## config.mk

```make
export PLATFORM = sky130hd
export DESIGN_NAME = led_mode_ctrl
export DESIGN_NICKNAME = d
export VERILOG_FILES = /design/src/rtl/led_pkg.sv /design/src/rtl/led_debounce.sv /design/src/rtl/led_mode_ctrl.sv
export SDC_FILE = /design/constraint.sdc
export NUM_CORES = 1
export LEC_CHECK = 0
export ABC_AREA = 0
export BUFFER_PORTS_ARGS = -buffer_cell sky130_fd_sc_hd__buf_2
export CORE_ASPECT_RATIO = 1.5
export CORE_MARGIN = 3
export CORE_UTILIZATION = 45
export CTS_CLUSTER_DIAMETER = 200
export CTS_CLUSTER_SIZE = 12
export DETAILED_ROUTE_END_ITERATION = 10
export SYNTH_ARGS = -nofsm -noshare
export SYNTH_HDL_FRONTEND = slang
export SYNTH_HIERARCHICAL = 1
export SYNTH_SLANG_ARGS = --single-unit
```

## constraint.sdc

```tcl
create_clock -name clk -period 2.2 [get_ports clk]
set_clock_uncertainty 0.05 [all_clocks]
set_input_delay 0 -clock clk [delete_from_list [all_inputs] [get_ports clk]]
set_output_delay 0 -clock clk [all_outputs]
set_load 0.05 [all_outputs]
```

## src/rtl/led_pkg.sv

```systemverilog
// Shared definitions for the switch-to-LED display controller.
// Provides the display mode encodings and the mode field width.
package led_pkg;

   localparam int MODE_W = 2;

   typedef enum logic [MODE_W-1:0] {
      MODE_PASS  = 2'd0,
      MODE_BLINK = 2'd1,
      MODE_CHASE = 2'd2,
      MODE_COUNT = 2'd3
   } mode_t;

endpackage

```

## src/rtl/led_debounce.sv

```systemverilog
// Switch synchroniser and sample-agreement debouncer.
// Ports: clk, rst (sync, active-high), sw (async raw), db (debounced).
module led_debounce #(
   parameter int WIDTH           = 16,
   parameter int SYNC_STAGES     = 2,
   parameter int DEBOUNCE_CYCLES = 1_000_000
) (
   input  logic             clk,
   input  logic             rst,
   input  logic [WIDTH-1:0] sw,
   output logic [WIDTH-1:0] db
);

   localparam int CW = $clog2(DEBOUNCE_CYCLES);

   logic [WIDTH-1:0] sync_q [SYNC_STAGES];
   logic [WIDTH-1:0] sw_s;
   logic [WIDTH-1:0] prev;
   logic [WIDTH-1:0] agree;
   logic [CW-1:0]    cnt;
   logic             strobe;

   assign sw_s   = sync_q[SYNC_STAGES-1];
   assign strobe = (cnt == CW'(DEBOUNCE_CYCLES - 1));
   // A bit only moves when two consecutive samples agree on it.
   assign agree  = ~(sw_s ^ prev);

   always_ff @(posedge clk) begin
      if (rst) begin
         for (int i = 0; i < SYNC_STAGES; i++)
            sync_q[i] <= '0;
         cnt  <= '0;
         prev <= '0;
         db   <= '0;
      end else begin
         sync_q[0] <= sw;
         for (int i = 1; i < SYNC_STAGES; i++)
            sync_q[i] <= sync_q[i-1];
         cnt <= strobe ? '0 : cnt + 1'b1;
         if (strobe) begin
            db   <= (db & ~agree) | (sw_s & agree);
            prev <= sw_s;
         end
      end
   end

endmodule

```

## src/rtl/led_mode_ctrl.sv

```systemverilog
// Debounced switch to LED driver with pass/blink/chase/count modes.
// Ports: clk, rst (sync, active-high), sw, mode, led, tick.
module led_mode_ctrl
   import led_pkg::*;
#(
   parameter int WIDTH           = 16,
   parameter int SYNC_STAGES     = 2,
   parameter int DEBOUNCE_CYCLES = 1_000_000,
   parameter int TICK_CYCLES     = 25_000_000
) (
   input  logic              clk,
   input  logic              rst,
   input  logic [WIDTH-1:0]  sw,
   input  logic [MODE_W-1:0] mode,
   output logic [WIDTH-1:0]  led,
   output logic              tick
);

   localparam int TW = $clog2(TICK_CYCLES);

   logic [WIDTH-1:0] db;
   logic [WIDTH-1:0] chase;
   logic [WIDTH-1:0] count;
   logic [WIDTH-1:0] led_nxt;
   logic [TW-1:0]    tcnt;
   logic             phase;
   logic             wrap;
   logic             mode_chg;
   mode_t            mode_q;

   led_debounce #(
      .WIDTH           (WIDTH),
      .SYNC_STAGES     (SYNC_STAGES),
      .DEBOUNCE_CYCLES (DEBOUNCE_CYCLES)
   ) u_db (
      .clk (clk),
      .rst (rst),
      .sw  (sw),
      .db  (db)
   );

   assign wrap     = (tcnt == TW'(TICK_CYCLES - 1));
   assign mode_chg = (mode_t'(mode) != mode_q);

   always_ff @(posedge clk) begin
      if (rst) begin
         mode_q <= MODE_PASS;
         tcnt   <= '0;
         tick   <= 1'b0;
         phase  <= 1'b1;
         chase  <= WIDTH'(1);
         count  <= '0;
         led    <= '0;
      end else begin
         mode_q <= mode_t'(mode);
         // tick still pulses on a colliding mode change
         tick   <= wrap;
         tcnt   <= (wrap || mode_chg) ? '0 : tcnt + 1'b1;
         led    <= led_nxt;
         if (mode_chg) begin
            phase <= 1'b1;
            chase <= WIDTH'(1);
            count <= '0;
         end else if (wrap) begin
            phase <= ~phase;
            chase <= {chase[WIDTH-2:0], chase[WIDTH-1]};
            count <= count + 1'b1;
         end
      end
   end

   always_comb begin
      led_nxt = db;
      unique case (mode_q)
         MODE_PASS:  led_nxt = db;
         MODE_BLINK: led_nxt = phase ? db : '0;
         MODE_CHASE: led_nxt = chase;
         MODE_COUNT: led_nxt = count;
      endcase
   end

endmodule

```

==> results of run 1 <==
-- through the flow --
step | worst slack (ns) | hold WS [ns] | instances
finish | -0.131 | 0.264 | 1026
global placement | -0.0910 | 0.158 | 966
CTS | -0.150 | 0.249 | 1026
floorplan | -0.0253 | 0.0782 | 752
global route | -0.174 | 0.270 | 1026
detailed placement | -0.171 | 0.163 | 966
-- cell families after synthesis --
kind of cell | count (synthesis) | synth area share (%)
buf+inv | 67 | 4.56
flops | 161 | 48.9
mux | 8 | 1.22
compound gates | 175 | 15.3
xor+xnor | 29 | 3.86
fa+ha+maj | 3 | 0.570
simple gates | 309 | 25.6
-- layer usage --
layer | wire, um | GRT usage, % | vias up
li1 | - | - | 2848
met1 | 6520 | 22.4 | 2638
met2 | 7670 | 32.9 | 92
met3 | 349 | 4.12 | 10
met4 | 129 | 6.07 | 0
met5 | 0 | 0 | -
-- state kept, by name (all words and copies together), names as in the netlist, named ones only --
signal       cells
chase           16
count           16
led             16
mode_q           2
phase            1
tcnt            25
tick             1
u_db/cnt        20
u_db/prev       16
u_db/sync_q     32
-- power groups by stage --
stage	registers, uW	logic, uW	clock network [uW]
final	2980	257	2830
after global routing	2990	284	3030
after CTS	2980	258	2910
after detailed placement	3050	229	0
after global placement	3050	227	0
after floorplan	3090	113	0
-- worst max-delay path: cells and delay by family, from the launching register on --
kind / cells / cell delay [ns]
flops: 1 / 0.32
simple gates: 3 / 1.59
buf+inv: 1 / 0.16
compound gates: 1 / 0.13
-- how the worst min path moves through the flow --
| stage | slack, ns | to |
|---|---|---|
| after CTS | 0.25 | u_db/sync_q[0][10]$_SDFF_PP0_ |
| final | 0.26 | u_db/sync_q[0][5]$_SDFF_PP0_ |
| after global routing | 0.27 | u_db/sync_q[0][3]$_SDFF_PP0_ |
| after detailed placement | 0.16 | u_db/sync_q[0][5]$_SDFF_PP0_ |
| after floorplan | 0.08 | mode_q[0]$_SDFF_PP0_ |
| after global placement | 0.16 | u_db/sync_q[0][12]$_SDFF_PP0_ |
-- synthesized netlist by cell type (13+ instances only) --
master,number
a2111oi_0,16
a21oi_1,50
a31oi_1,16
clkbuf_1,40
dfxtp_1,161
inv_1,13
nand2_1,44
nand3_1,50
nand4_1,33
nor2_1,65
nor2b_1,36
nor4_1,13
o21ai_0,54
o21ai_1,21
or3_1,14
or4_1,15
xnor2_1,22
-- what timing repair did --
action,CTS,global route
hold endpoints to repair,25,0
buffers inserted,7,0
hold buffers,21,0
setup endpoints to repair,24,58
pin swaps,6,2
gates resized for setup,15,22
-- final cells by class --
class                      count  area (um2)  share of cell area [%]
sequential                   161        3230                    39.8
multi-input combinational    524        3200                    39.4
timing repair buffer         104         830                    10.2
clock buffer                  17         425                    5.24
tap                          192         240                    2.96
clock inverter                15         146                    1.80
inverter                      13        48.8                   0.601
==> flow_metrics.py, run 1 <==
metrics = {
    "outcome": {
        "status": "finished, violations left",
        "violations": "setup timing",
    },
    "synthesis": {
        "syn_avg_cell_area_um2": 8.76,
        "ys_warn_count": 6,
        "yosys.area.top_type_share_pct": 48.9,
        "synthCells": 752,
        "synth_edf_count": 0,
        "syn-cell-area_mm2": 0.00659,
        "ys_ff_latch": 161,
        "synth_ff_type": "dfxtp_1",
        "async_reset_ff_share_pct": 0,
        "ys_seq_area_share_pct": 48.9,
        "yosysTopAreaCell": "dfxtp_1",
        "yosys.cell_types.count": 45,
        "syn_nets": 775,
        "yosys-top-cells-area": "dfxtp_1 (49%), o21ai_0 (4.1%), a21oi_1 (3.8%)",
    },
    "critical_path": {
        "arrival_ns": 2.62,
        "cp.required_ns": 2.49,
        "crit_fanout": 6,
        "startpoint": "tcnt[10]$_SDFF_PP0_",
        "critPathMaxStageDelay_ns": 0.59,
        "rr_startpoint": "tcnt[10]$_SDFF_PP0_",
        "worstSetupStartpointType": "flop",
        "ff2ff_path_depth": 5,
        "reg2reg_slack_ns": -0.13,
        "slowest_stage": "or4_4",
        "cp-end-kind": "flop",
        "worstPathCellList": "or4_4 > or4_4 > buf_6 > or4_4 > a21oi_2",
        "crit_type": "flop to flop",
        "r2r-end": "count[2]$_SDFFE_PP0P_",
        "crit_top_cell": "or4_4",
        "worstSetupEndpoint": "count[2]$_SDFFE_PP0P_",
    },
    "layout": {
        "post-route-util_pct": 57.2,
        "postLayoutCellArea_mm2": 0.00812,
        "final_layout_size_suffix_gt1_share_pct": 18.2,
        "antennaDiodeCount": 0,
        "fill_cells": 1320,
        "nNetsFinal": 844,
        "final_common_cell": "dfxtp_1",
        "synthToLayoutAreaGrowth_pct": 23.3,
        "final_cell_mix": "dfxtp_1 (157), nor2_1 (65), nand3_1 (49), a21oi_1 (49), nand2_1 (44)",
    },
    "timing": {
        "fin_crit_sh_pct": 106,
        "period_needed_ns": 2.33,
        "tightest_slew_ns": 0.868,
        "finalHoldViolations": 0,
        "worst_slack_ns": -0.131,
        "maxSlewViolCount": 0,
        "tns_ns": -0.787,
        "rsz0062_at_grt": "yes",
        "relSlewSlack_pct": 42.1,
        "setup_viol_count_final": 16,
        "fmax_mhz": 429,
    },
    "grt": {
        "grt-ovfl-total": 0,
        "grt_usage_pct": 18.7,
        "grt_pass1_wl_um": 25200,
        "grt_max_degree": 46,
        "antenna_found_initial": 0,
        "grt_pass1_vias": 5359,
    },
    "place": {
        "place_congestion": 0.825,
        "place_area_mm2": 0.00719,
        "port_buffers": 36,
        "dp_hpwl_um": 9610,
    },
    "clock_network": {
        "clk_latency_ns": 0.42,
        "clk_pin_slew_ns": 0.07,
        "h-tree-depth": 4,
        "root_buffer": "clkbuf_16",
        "clock-sinks": 161,
        "numCtsBuffers": 17,
        "clockBufferDepth": 2,
        "tritoncts": "done",
    },
    "routing": {
        "dr.pass1.iters": 4,
        "avgViaCountPerCell": 5.45,
        "drtAntennaViolNets": 0,
        "drt-total-wl_um": 14700,
        "dr_total_vias": 5588,
        "drt_iter0_markers": 151,
        "wl_per_cell_um": 14.3,
        "drc": 0,
    },
    "power_and_ir_drop": {
        "pwr-share-comb_pct": 4.2,
        "switching_power_uw": 1420,
        "pwr-share-seq_pct": 49.2,
        "power_uw": 6070,
        "swShare_pct": 23.4,
        "power.share.clock_pct": 46.6,
        "cellPowerDensity_mw_per_mm2": 748,
        "intPower_uw": 4650,
        "leakage_uw": 0.00274,
        "ir_worst_vdd_v": 0.000442,
    },
    "floorplan": {
        "core_area_mm2": 0.0142,
        "dieArea_mm2": 0.0162,
        "start_util_pct": 46.4,
        "die_w_um": 105,
        "dieHeight_um": 154,
        "rows": 53,
        "ios": 37,
    },
    "worst_hold_path": {
        "min_from": "sw[5]",
        "hold_depth": 3,
        "hold_path.class": "primary input to flop",
    },
    "run": {
        "maxCapViolations": 0,
    },
}
Power figures use the tool's default switching activity.
==> inputs of run 2 (changes only) <==
Settings changed: ABC_AREA 0 to 1.
==> run 2 against run 1 <==
Compared with the run above: combinational power decreased by 24%; largest cell class is now multi-input gates; die area increased by 9.6%; the run now ends clean; clock power increased by 4%; final cell count increased by 21%.
==> flow_metrics.py, run 2 <==
metrics = {
    "synthesis": {
        "synth-xor-area-share_pct": 2.17,
        "yosysTopAreaCell": "dfxtp_1",
        "synthCells": 974,
        "yosys-top-cells-area": "dfxtp_1 (44%), nand2_1 (9.3%), nor2_1 (9.0%)",
        "syn_nets": 997,
        "synth-simple-area-share_pct": 34.2,
        "synth.most_common_cell": "nand2_1",
        "synth_commonest_cells": "nand2_1 (179), nor2_1 (173), dfxtp_1 (161)",
        "yosys.cell_types.count": 40,
        "synth_ff_type": "dfxtp_1",
        "async_reset_ff_share_pct": 0,
        "synthMuxAreaShare_pct": 0,
        "syn_avg_cell_area_um2": 7.44,
        "ys_warn_count": 6,
        "syn-cell-area_mm2": 0.00725,
        "synth_edf_count": 0,
        "ys_ff_latch": 161,
        "synthAdderAreaFrac_pct": 0.518,
        "synth_top_family_by_area": "simple AND/OR/NAND/NOR gates",
        "synth_compound_area_share_pct": 9.21,
        "ys_seq_area_share_pct": 44.5,
        "yosys.area.top_type_share_pct": 44.5,
    },
    "power_and_ir_drop": {
        "cellPowerDensity_mw_per_mm2": 737,
        "power_uw": 6110,
        "ir_worst_vdd_v": 0.000411,
        "leakage_uw": 0.00303,
    },
    "routing": {
        "wl_per_cell_um": 14.0,
        "avgViaCountPerCell": 4.97,
        "dr_total_vias": 6170,
        "drc": 0,
        "drtAntennaViolNets": 0,
        "drt-total-wl_um": 17400,
        "dr.pass1.iters": 5,
        "drt_iter0_markers": 328,
    },
    "critical_path": {
        "worstSetupEndpoint": "chase[6]$_SDFFE_PP0P_",
        "crit_type": "flop to flop",
        "crit_top_cell": "nor2_1",
        "r2r-end": "chase[6]$_SDFFE_PP0P_",
        "cp-end-kind": "flop",
        "reg2reg_slack_ns": 0.42,
        "cp.required_ns": 2.47,
        "worstSetupStartpointType": "flop",
        "arrival_ns": 2.05,
        "crit_fanout": 14,
        "rr_startpoint": "tcnt[0]$_SDFF_PP0_",
        "critPathMaxStageDelay_ns": 0.35,
        "worstPathCellList": "ha_1 > nand2_1 > nor2_1 > nand2_1 > nor2_1 > nand2_2 > buf_4 > o21ai_1 > nor2_1",
        "slowest_stage": "dfxtp_1",
        "ff2ff_path_depth": 9,
        "startpoint": "tcnt[0]$_SDFF_PP0_",
    },
    "layout": {
        "nNetsFinal": 1049,
        "final_cell_mix": "nand2_1 (179), nor2_1 (173), dfxtp_1 (161)",
        "post-route-util_pct": 52.8,
        "final_common_cell": "nand2_1",
        "largest_reg_flops": 32,
        "final_layout_size_suffix_gt1_share_pct": 15.6,
        "regMostFlops": "u_db/sync_q",
        "top_regs": "u_db/sync_q: 32 flops, tcnt: 25 flops, u_db/cnt: 20 flops",
        "antennaDiodeCount": 0,
        "synthToLayoutAreaGrowth_pct": 14.4,
    },
    "floorplan": {
        "ios": 37,
        "die_w_um": 110,
        "rows": 56,
        "dieArea_mm2": 0.0177,
        "core_area_mm2": 0.0157,
        "start_util_pct": 46.2,
        "dieHeight_um": 161,
    },
    "timing": {
        "tightest_slew_ns": 0.453,
        "relSlewSlack_pct": 69.8,
        "period_needed_ns": 1.78,
        "fmax_mhz": 561,
        "rsz0062_at_grt": "no",
        "setup_viol_count_final": 0,
        "fin_crit_sh_pct": 81.0,
        "finalHoldViolations": 0,
        "maxSlewViolCount": 0,
        "tns_ns": 0,
    },
    "clock_network": {
        "clk_latency_ns": 0.43,
        "clk_pin_slew_ns": 0.06,
        "tritoncts": "done",
        "root_buffer": "clkbuf_16",
        "clockBufferDepth": 2,
        "h-tree-depth": 4,
        "numCtsBuffers": 17,
        "clock-sinks": 161,
    },
    "place": {
        "dp_hpwl_um": 12300,
        "port_buffers": 36,
        "place_congestion": 0.826,
    },
    "run": {
        "maxCapViolations": 0,
    },
    "grt": {
        "grt_pass1_wl_um": 29000,
        "grt_usage_pct": 21.1,
        "grt-ovfl-total": 0,
        "antenna_found_initial": 0,
        "grt_max_degree": 47,
        "grt_pass1_vias": 5932,
    },
    "worst_hold_path": {
        "hold_depth": 4,
        "hold_path.class": "primary input to flop",
    },
    "outcome": {
        "status": "completed",
    },
}
[run 2: changes by cell type in the layout (fill, tap and decap cells not counted), sizes merged, moves of 20 or more]
cell	before	now
nor2	65	189
nand3	51	89
nor2b	36	0
buf	83	48
inv	19	106
o21ai	76	50
or2	0	20
nand2	44	189
[run 2: worst min path at each step]
stage / startpoint / to / slack [ns]
floorplan: sw[0] / u_db/sync_q[0][0]$_SDFF_PP0_ / 0.06
global placement: sw[1] / u_db/sync_q[0][1]$_SDFF_PP0_ / 0.16
detailed placement: sw[14] / u_db/sync_q[0][14]$_SDFF_PP0_ / 0.16
CTS: sw[14] / u_db/sync_q[0][14]$_SDFF_PP0_ / 0.23
global route: sw[14] / u_db/sync_q[0][14]$_SDFF_PP0_ / 0.27
finish: sw[14] / u_db/sync_q[0][14]$_SDFF_PP0_ / 0.25
[run 2: layer usage]
metal | part of all wire, % | up-vias | wire length, um | global-route usage (%)
met1 | 41 | 2831 | 7080 | 23.4
met5 | 0 | - | 0 | 0
met4 | 2.1 | 0 | 359 | 7.54
li1 | - | 3222 | - | -
met3 | 2.5 | 24 | 430 | 3.76
met2 | 55 | 93 | 9510 | 39.1
[run 2: cell families after synthesis]
kind of cell | after synthesis
AND/OR/NAND/NOR | 535
flip-flops | 161
buffers and inverters | 141
AO/OA/AOI/OAI | 116
XOR/XNOR | 18
adder cells (fa/ha/maj) | 3
[run 2: per-stage QoR]
step / setup WS, ns / hold WS [ns] / cell area, um2 / instances
final: 0.419 / 0.254 / 8290 / 1242
after global routing: 0.126 / 0.270 / 8290 / 1242
after CTS: 0.383 / 0.233 / 8290 / 1242
after detailed placement: 0.410 / 0.159 / 7510 / 1191
after global placement: 0.447 / 0.157 / 7510 / 1191
after floorplan: 0.708 / 0.0570 / 7250 / 974
[run 2: repair_timing]
| action | CTS | global route |
|---|---|---|
| endpoints found under the hold margin | 22 | 0 |
| setup buffers | 0 | 0 |
| gates resized for setup | 0 | 0 |
| hold buffers | 19 | 0 |
[run 2: critical path: cells and delay by family, from the launching register on]
family	cells	cell delay [ns]
AO/OA/AOI/OAI	1	0.14
AND/OR/NAND/NOR	6	0.70
flip-flops	1	0.35
buffers and inverters	1	0.23
adder cells (fa/ha/maj)	1	0.20
[run 2: layout make-up]
class,instances,area [um2]
inverter,107,414
fill,1577,7400
timing repair buffer,67,473
clock buffer,20,457
sequential,161,3220
tap,203,254
multi-input combinational,672,3340
clock inverter,12,134
[run 2: power breakdown]
group / switching, uW / internal [uW]
combinational: 123 / 73.3
clock: 1210 / 1730
sequential: 22.6 / 2950
total: 1350 / 4760
==> inputs of run 3 (changes only) <==
Clock period 2.2 ns to 1.5 ns, I/O delays scaled along.
==> run 3 against run 2 <==
Compared with the run above: the run now ends with setup timing left; sequential cell count stayed put; sequential power rose by 47%; first-iteration DRC count down 13%; combinational power increased by 83%; fmax grew 16%; count of clock-buffer cells in the layout down 1; sequential share of layout area decreased by 5.0 points; worst setup slack lost 0.46 ns; register-to-register slack got worse by 0.46 ns; routed wire length is 8.9% higher; global-route usage rose by 1.3 points; largest cell class unchanged.
==> flow_metrics.py, run 3 (synthesis results as in run 2) <==
metrics = {
    "place": {
        "dp_hpwl_um": 13200,
        "place_congestion": 0.862,
        "port_buffers": 36,
    },
    "critical_path": {
        "arrival_ns": 1.79,
        "crit_type": "flop to flop",
        "worstSetupStartpointType": "flop",
        "worstPathCellList": "ha_4 > nand2_4 > nor2_4 > inv_2 > nor2_8 > buf_12 > nand3_1 > nand2_1 > a21oi_1",
        "critPathMaxStageDelay_ns": 0.35,
        "slowest_stage": "dfxtp_2",
        "reg2reg_slack_ns": -0.04,
        "crit_family": "simple AND/OR/NAND/NOR gates",
        "cp.required_ns": 1.75,
        "crit_fanout": 22,
        "critPathBufInv": 2,
        "cp-end-kind": "flop",
    },
    "clock_network": {
        "numCtsBuffers": 17,
        "clock-sinks": 161,
        "clockBufferDepth": 2,
        "tritoncts": "done",
        "clk_pin_slew_ns": 0.07,
        "root_buffer": "clkbuf_16",
        "h-tree-depth": 4,
        "clk_latency_ns": 0.43,
    },
    "routing": {
        "dr_total_vias": 6665,
        "drt-total-wl_um": 18900,
        "dr.pass1.iters": 5,
        "avgViaCountPerCell": 5.02,
        "drt_iter0_markers": 287,
        "drtAntennaViolNets": 0,
        "wl_per_cell_um": 14.2,
        "drc": 0,
    },
    "timing": {
        "tightest_slew_ns": 0.607,
        "tns_ns": -0.270,
        "maxSlewViolCount": 0,
        "fmax_mhz": 649,
        "fin_crit_sh_pct": 103,
        "relSlewSlack_pct": 59.3,
        "worst_slack_ns": -0.0418,
        "finalHoldViolations": 0,
        "rsz0062_at_grt": "yes",
        "setup_viol_count_final": 20,
        "period_needed_ns": 1.54,
        "hold_slack_ns": 0.253,
    },
    "grt": {
        "grt-ovfl-total": 0,
        "grt_pass1_wl_um": 31100,
        "grt_pass1_vias": 6510,
        "grt_usage_pct": 22.4,
        "grt_max_degree": 42,
        "antenna_found_initial": 0,
    },
    "floorplan": {
        "start_util_pct": 46.2,
        "ios": 37,
        "die_w_um": 110,
        "core_area_mm2": 0.0157,
        "dieHeight_um": 161,
        "rows": 56,
        "dieArea_mm2": 0.0177,
    },
    "layout": {
        "final_cell_mix": "nand2_1 (169), nor2_1 (140), dfxtp_1 (134)",
        "final_common_cell": "nand2_1",
        "top_regs": "u_db/sync_q: 32 flops, tcnt: 25 flops, u_db/cnt: 20 flops",
        "regMostFlops": "u_db/sync_q",
        "antennaDiodeCount": 0,
        "final_layout_size_suffix_gt1_share_pct": 31.3,
        "nNetsFinal": 1136,
        "largest_reg_flops": 32,
        "post-route-util_pct": 61.3,
        "synthToLayoutAreaGrowth_pct": 32.7,
    },
    "power_and_ir_drop": {
        "cellPowerDensity_mw_per_mm2": 926,
        "power_uw": 8910,
        "leakage_uw": 0.00368,
        "ir_worst_vdd_v": 0.000685,
    },
    "outcome": {
        "violations": "setup timing",
        "status": "finished, violations left",
    },
    "run": {
        "maxCapViolations": 0,
    },
    "worst_hold_path": {
        "hold_path.class": "primary input to flop",
    },
}
run 3: cell types whose count changed in the layout (fill, tap and decap cells not counted), moves of 8 or more:
cell     delta
buf_4      +68
nor2_1     -33
dfxtp_1    -27
dfxtp_2    +27
nor2_4     +18
nand3_1    -17
nor2_2     +15
nand2_1    -10
nand3_2    +10
buf_12      +8
o21ai_2     +8
run 3: cell type report:
class	instances	area [um2]
sequential	161	3260
inverter	107	430
multi-input combinational	673	3810
tap	203	254
clock inverter	13	129
timing repair inverter	1	16.3
clock buffer	19	443
fill	1456	6070
timing repair buffer	152	1280
run 3: where the power goes:
part	internal, uW	switching, uW	leakage, uW
logic	152	206	0.00209
registers	4330	36.5	0.00132
clock network	2350	1830	0.000268
run 3: worst paths after layout:
| path | startpoint | end | depth (start not counted) |
|---|---|---|---|
| setup / recovery | u_db/cnt[1]$_SDFF_PP0_ | flop | 9 |
| hold / removal | sw[11] | u_db/sync_q[0][11]$_SDFF_PP0_ | 4 |
| setup reg to reg | u_db/cnt[1]$_SDFF_PP0_ | flop | 9 |
| hold reg to reg | u_db/sync_q[0][2]$_SDFF_PP0_ | u_db/sync_q[0][18]$_SDFF_PP0_ | 2 |
run 3: tightest hold or removal path: stages:
cell and delay, ns:
dlygate4sd3_1 0.52, buf_2 0.09, inv_1 0.03, nor2_1 0.06
run 3: routing by layer:
metal / track usage (%) / wire, um / up-vias / share of wire (%)
met3: 3.44 / 411 / 42 / 2.2
met5: 0 / 0 / - / 0
met1: 24.1 / 7460 / 3130 / 39
met2: 41.6 / 10300 / 87 / 55
li1: - / - / 3406 / -
met4: 10.7 / 728 / 0 / 3.8
run 3: per-stage QoR:
stage / cells / worst slack (ns) / area (um2)
2_1_floorplan: 974 / 0.00787 / 7250
3_5_place_dp: 1259 / -0.170 / 8110
5_1_grt: 1329 / -0.116 / 9620
3_3_place_gp: 1259 / -0.141 / 8110
6_report: 1329 / -0.0418 / 9620
4_1_cts: 1327 / -0.0505 / 9310
run 3: what timing repair did:
action	4_1_cts	5_1_grt
hold buffers	21	0
pin swaps	15	23
buffers inserted	11	2
resized for setup	70	88
endpoints found under the hold margin	27	0
cloned	4	0
setup endpoints to repair	110	116
